## config.mk

```make
export PLATFORM = sky130hd
export DESIGN_NAME = alu_operand_sequencer
export DESIGN_NICKNAME = d
export VERILOG_FILES = /design/src/rtl/alu_operand_sequencer_pkg.sv /design/src/rtl/alu_operand_sequencer.sv
export SDC_FILE = /design/constraint.sdc
export NUM_CORES = 1
export LEC_CHECK = 0
export BUFFER_PORTS_ARGS = -buffer_cell sky130_fd_sc_hd__buf_4
export CORE_MARGIN = 5
export CORE_UTILIZATION = 48
export DETAILED_ROUTE_END_ITERATION = 8
export GPL_TIMING_DRIVEN = 0
export PLACE_DENSITY = 0.78
export SLEW_MARGIN = 20
export SYNTH_ARGS = -nofsm -noshare
export SYNTH_HDL_FRONTEND = slang
export SYNTH_SLANG_ARGS = --single-unit
```

## constraint.sdc

```tcl
create_clock -name clk -period 2.2 [get_ports clk]
set_input_delay 0.66 -clock clk [delete_from_list [all_inputs] [get_ports clk]]
set_output_delay 0.66 -clock clk [all_outputs]
set_load 0.05 [all_outputs]
```

## src/rtl/alu_operand_sequencer_pkg.sv

```systemverilog
// Shared types and command-field layout for the ALU operand sequencer.
// Imported by the sequencer and by anything that builds command bytes for it.
package alu_operand_sequencer_pkg;

  localparam int unsigned DataWDefault = 8;
  localparam int unsigned ResWDefault  = 2 * DataWDefault;

  // Command byte layout: select bits at the bottom, the rest reserved-zero.
  localparam int unsigned S0_BIT   = 0;
  localparam int unsigned S1_BIT   = 1;
  localparam int unsigned RSVD_MSB = 7;
  localparam int unsigned RSVD_LSB = 2;

  typedef enum logic [2:0] {
    StCmd,
    StLoadA,
    StLoadB,
    StLoadC,
    StExec,
    StHold
  } seq_state_e;

  function automatic logic cmd_is_legal(input logic [RSVD_MSB:0] cmd);
    return cmd[RSVD_MSB:RSVD_LSB] == '0;
  endfunction

endpackage

```

## src/rtl/alu_operand_sequencer.sv

```systemverilog
// Byte-stream front end for the three-operand ALU: collects a command and three operands,
// holds them on registered outputs, captures the ALU result and hands it off downstream.
module alu_operand_sequencer
  import alu_operand_sequencer_pkg::*;
#(
  parameter int unsigned DATA_W = DataWDefault,
  parameter int unsigned RES_W  = 2 * DATA_W
) (
  input  logic              clk,
  input  logic              rst_n,
  input  logic              in_valid,
  output logic              in_ready,
  input  logic [DATA_W-1:0] in_data,
  output logic [DATA_W-1:0] alu_a,
  output logic [DATA_W-1:0] alu_b,
  output logic [DATA_W-1:0] alu_c,
  output logic              alu_s0,
  output logic              alu_s1,
  input  logic [RES_W-1:0]  alu_out,
  output logic              res_valid,
  input  logic              res_ready,
  output logic [RES_W-1:0]  res_data,
  output logic              cmd_err,
  output logic [7:0]        op_count
);

  seq_state_e        state_q, state_d;
  logic [DATA_W-1:0] a_q, a_d;
  logic [DATA_W-1:0] b_q, b_d;
  logic [DATA_W-1:0] c_q, c_d;
  logic              s0_q, s0_d;
  logic              s1_q, s1_d;
  logic [RES_W-1:0]  res_q, res_d;
  logic              err_q, err_d;
  logic [7:0]        cnt_q, cnt_d;
  logic              in_xfer;

  assign in_ready = (state_q == StCmd) || (state_q == StLoadA) ||
                    (state_q == StLoadB) || (state_q == StLoadC);
  assign in_xfer  = in_valid && in_ready;

  always_comb begin
    state_d = state_q;
    a_d     = a_q;
    b_d     = b_q;
    c_d     = c_q;
    s0_d    = s0_q;
    s1_d    = s1_q;
    res_d   = res_q;
    err_d   = 1'b0;
    cnt_d   = cnt_q;

    unique case (state_q)
      StCmd: begin
        if (in_xfer) begin
          // A rejected command leaves the previous select in place.
          if (cmd_is_legal(in_data[RSVD_MSB:0])) begin
            s0_d    = in_data[S0_BIT];
            s1_d    = in_data[S1_BIT];
            state_d = StLoadA;
          end else begin
            err_d = 1'b1;
          end
        end
      end
      StLoadA: begin
        if (in_xfer) begin
          a_d     = in_data;
          state_d = StLoadB;
        end
      end
      StLoadB: begin
        if (in_xfer) begin
          b_d     = in_data;
          state_d = StLoadC;
        end
      end
      StLoadC: begin
        if (in_xfer) begin
          c_d     = in_data;
          state_d = StExec;
        end
      end
      StExec: begin
        // Operands have been stable on the ALU for this whole cycle.
        res_d   = alu_out;
        state_d = StHold;
      end
      StHold: begin
        if (res_ready) begin
          cnt_d   = cnt_q + 8'd1;
          state_d = StCmd;
        end
      end
      default: state_d = StCmd;
    endcase
  end

  always_ff @(posedge clk or negedge rst_n) begin
    if (!rst_n) begin
      state_q <= StCmd;
      a_q     <= '0;
      b_q     <= '0;
      c_q     <= '0;
      s0_q    <= 1'b0;
      s1_q    <= 1'b0;
      res_q   <= '0;
      err_q   <= 1'b0;
      cnt_q   <= '0;
    end else begin
      state_q <= state_d;
      a_q     <= a_d;
      b_q     <= b_d;
      c_q     <= c_d;
      s0_q    <= s0_d;
      s1_q    <= s1_d;
      res_q   <= res_d;
      err_q   <= err_d;
      cnt_q   <= cnt_d;
    end
  end

  assign alu_a     = a_q;
  assign alu_b     = b_q;
  assign alu_c     = c_q;
  assign alu_s0    = s0_q;
  assign alu_s1    = s1_q;
  assign res_valid = (state_q == StHold);
  assign res_data  = res_q;
  assign cmd_err   = err_q;
  assign op_count  = cnt_q;

endmodule

```

==> results.md <==
- Max_slew headroom: 55.9%
- Most Crowded Layer GR: met2
- Layout Area Growth over Synthesis: 35.9%
- Top-area cell type share of the netlist area: 62.6%
- WL final: 4370 um
- Reg2Reg Setup Slack: 0.21 ns
- Final TNS setup: 0 ns
- First-pass GRT wire length: 7360 um
- Met1 Track Usage GR: 19.2%
- Hold buffer count at CTS: 0
- Tightest Pin Transition: 0.661 ns
- Fin area: 2940 um2
- Post CTS Setup Buffer Count: 0
- Largest net degree at the start of global routing: 55
- Vias/cell: 5.02
- Post-synth top area cell: dfrtp_1
- Arr. time, crit path: 1.40 ns
- Met3 GRT Util: 6.44%
- EDFF count, synth: 0
- Clock power frac: 11.9%
- # port buffers: 80
- Mean Syn Cell Area: 14.8 um2
- Worst reg2reg path endpoint: alu_s0
- Post-DP HPWL: 3260 um
- Total track usage: 15.3%
- Clock period minus final worst setup slack: 2.06 ns
- Pre-CTS WS: -0.0910 ns
- Met2 capacity usage during global routing: 24.0%
- Final period utilization: 93.8%
- Overflow after GRT: 0
- Number of gates resized after CTS: 0
- Clk_skew: 0.00780 ns
- WS Path Type: reg2out
- Fmax: 485 MHz
- Final Max Slew Viols: 0
- Post-synth top cells: dfrtp_1 (54), mux2_2 (41), nand2_1 (7), xor2_1 (7), nor2_1 (5)
- Logic pwr share: 56.6%
- RSZ-0062 raised after global routing: no
- Internal power: 2.72 mW
- Clk buf depth: 2
- Initial Utilization: 49.6%
- Die area: 5940 um2
- Status: completed
- # diodes: 0
- CP Launch Type: flop
- Die X: 77.1 um
- Worst Path Max Fanout: 10
- Peak VDD IR: 1.12 mV
- Die height: 77.1 um
- Initial antenna violation count: 0
- Layout cells sized above 1: 58.5%
- Switch Pwr: 2.43 mW
- Final Core Density: 67.4%
- Vias: 1,435
- Residual DRC: 0
- Worst path required time: 1.54 ns
- Htree depth: 2
- Worst reg2reg startpoint: state_q[1]
- Drt pass-1 iters: 3
- DR iter-0 viols: 48
- Seq/Total Area, Yosys: 62.6%
- #FFs+latches synth: 54
- Hold Slack: 0.386 ns
- Syn Nets: 175
- Site Rows: 24
- Max cap viols: 0
- Design Power: 5.15 mW
- Synth top area cells: dfrtp_1 (63%), mux2_2 (21%), xor2_1 (2.8%)
- HP Class: in2async
- Synth Flop Type: dfrtp_1
- Clock slew at reported path FFs: 0.09 ns
- Clock Tree Root: clkbuf_8
- Clock Latency Late Sink: 0.30 ns
- # IOs: 81
- Setup WS post-layout: 0.137 ns
- Dpl cell area: 2830 um2
- CTS tree: yes
- Most common cell in the netlist: dfrtp_1
- CP Capture Type: primary output
- Syn Inst Count: 146
- Synth async-reset ratio: 100%
- Mapped cell area: 2160 um2
- Yosys cell types: 25
- Routed wire per std cell: 15.3 um
- Final setup fails: 0
- Flop pwr share: 31.5%
- Leak: 1.46 nW
- R2R cell count: 4
- TritonCTS Sinks: 54
- GP Congestion: 0.721
- Post-route ant nets: 0
- Post-layout nets: 262
- Yosys warns: 0
- Vias in the first global route: 1,499
- Power Density: 1750 nW/um2
- CTS Buf Count: 5
- Post-Place Cells: 278
- Fin cells: 286
- Final count of hold timing violations: 0
- Switching part of the total: 47.2%
- CORE AREA: 4350 um2
-- how the worst max path moves through the flow --
stage / startpoint / endpoint / slack, ns / cells past startpoint
6_report: state_q[0] / res_valid / 0.14 / 3
5_1_grt: state_q[0] / res_valid / 0.007 / 3
4_1_cts: state_q[0] / res_valid / 0.12 / 3
3_5_place_dp: in_data[3] / alu_s1 / -0.09 / 4
3_3_place_gp: in_data[3] / alu_s0 / -0.12 / 4
2_1_floorplan: in_valid / alu_s0 / 0.14 / 3
-- state kept, by name, summed over array words and instances (netlist names) --
signal and flops:
alu_s1 1, cmd_err 1, alu_s0 1, alu_c 8, res_data 16, op_count 8, alu_a 8, state_q 3
alu_b 8
-- cell usage in the layout, fill, tap and decap left out, drive strengths merged --
cell type / Yosys / final
buf: 3 / 83
dfrtp: 54 / 54
mux2: 43 / 43
clkbuf: 3 / 11
nand2: 7 / 7
xor2: 7 / 7
nor2: 5 / 5
a21oi: 4 / 4
nor3: 3 / 3
nor4: 2 / 2
or4b: 2 / 2
nand3: 2 / 2
nor4bb: 2 / 2
and3b: 1 / 1
inv: 1 / 1
nand4b: 1 / 1
and3: 1 / 1
xnor2: 1 / 1
nor3b: 1 / 1
o21ai: 1 / 1
nand4: 1 / 1
ha: 1 / 1
-- worst max-delay path, cell delays in order (launching register included) --
cell and delay [ns]:
dfrtp_1 0.35, clkbuf_1 0.31, and3b_1 0.24, buf_4 0.20
-- layout make-up --
type / instances / area [um2]
fillers: 349 / 1420
flip-flops and latches: 54 / 1350
multi-input cells: 85 / 772
repair buffers: 80 / 601
clock buffers: 8 / 110
well taps: 52 / 65.1
plain buffers: 6 / 32.5
inverters: 1 / 3.75
-- power by group through the flow --
stage	clock network (mW)	registers (mW)	logic, mW
2_1_floorplan	0	3.01	0.678
5_1_grt	0.686	1.68	3.06
3_3_place_gp	0	1.62	2.92
4_1_cts	0.639	1.63	2.95
6_report	0.612	1.62	2.92
3_5_place_dp	0	1.64	2.95
-- cell families (layout without fill, tap and decap cells) --
group	after synthesis	after routing	share of synthesized area, %
compound gates	5	5	1.16
xor+xnor	8	8	3.24
fa+ha+maj	1	1	0.579
buf+inv	7	95	1.68
flops	54	54	62.6
mux	43	43	22.8
simple gates	28	28	8.00
-- layer usage --
layer | share of wire (%) | up-vias
met4 | 1.1 | 0
li1 | - | 684
met2 | 48 | 50
met3 | 9.0 | 5
met5 | 0 | -
met1 | 42 | 696
(Power assumes the default switching activity.)
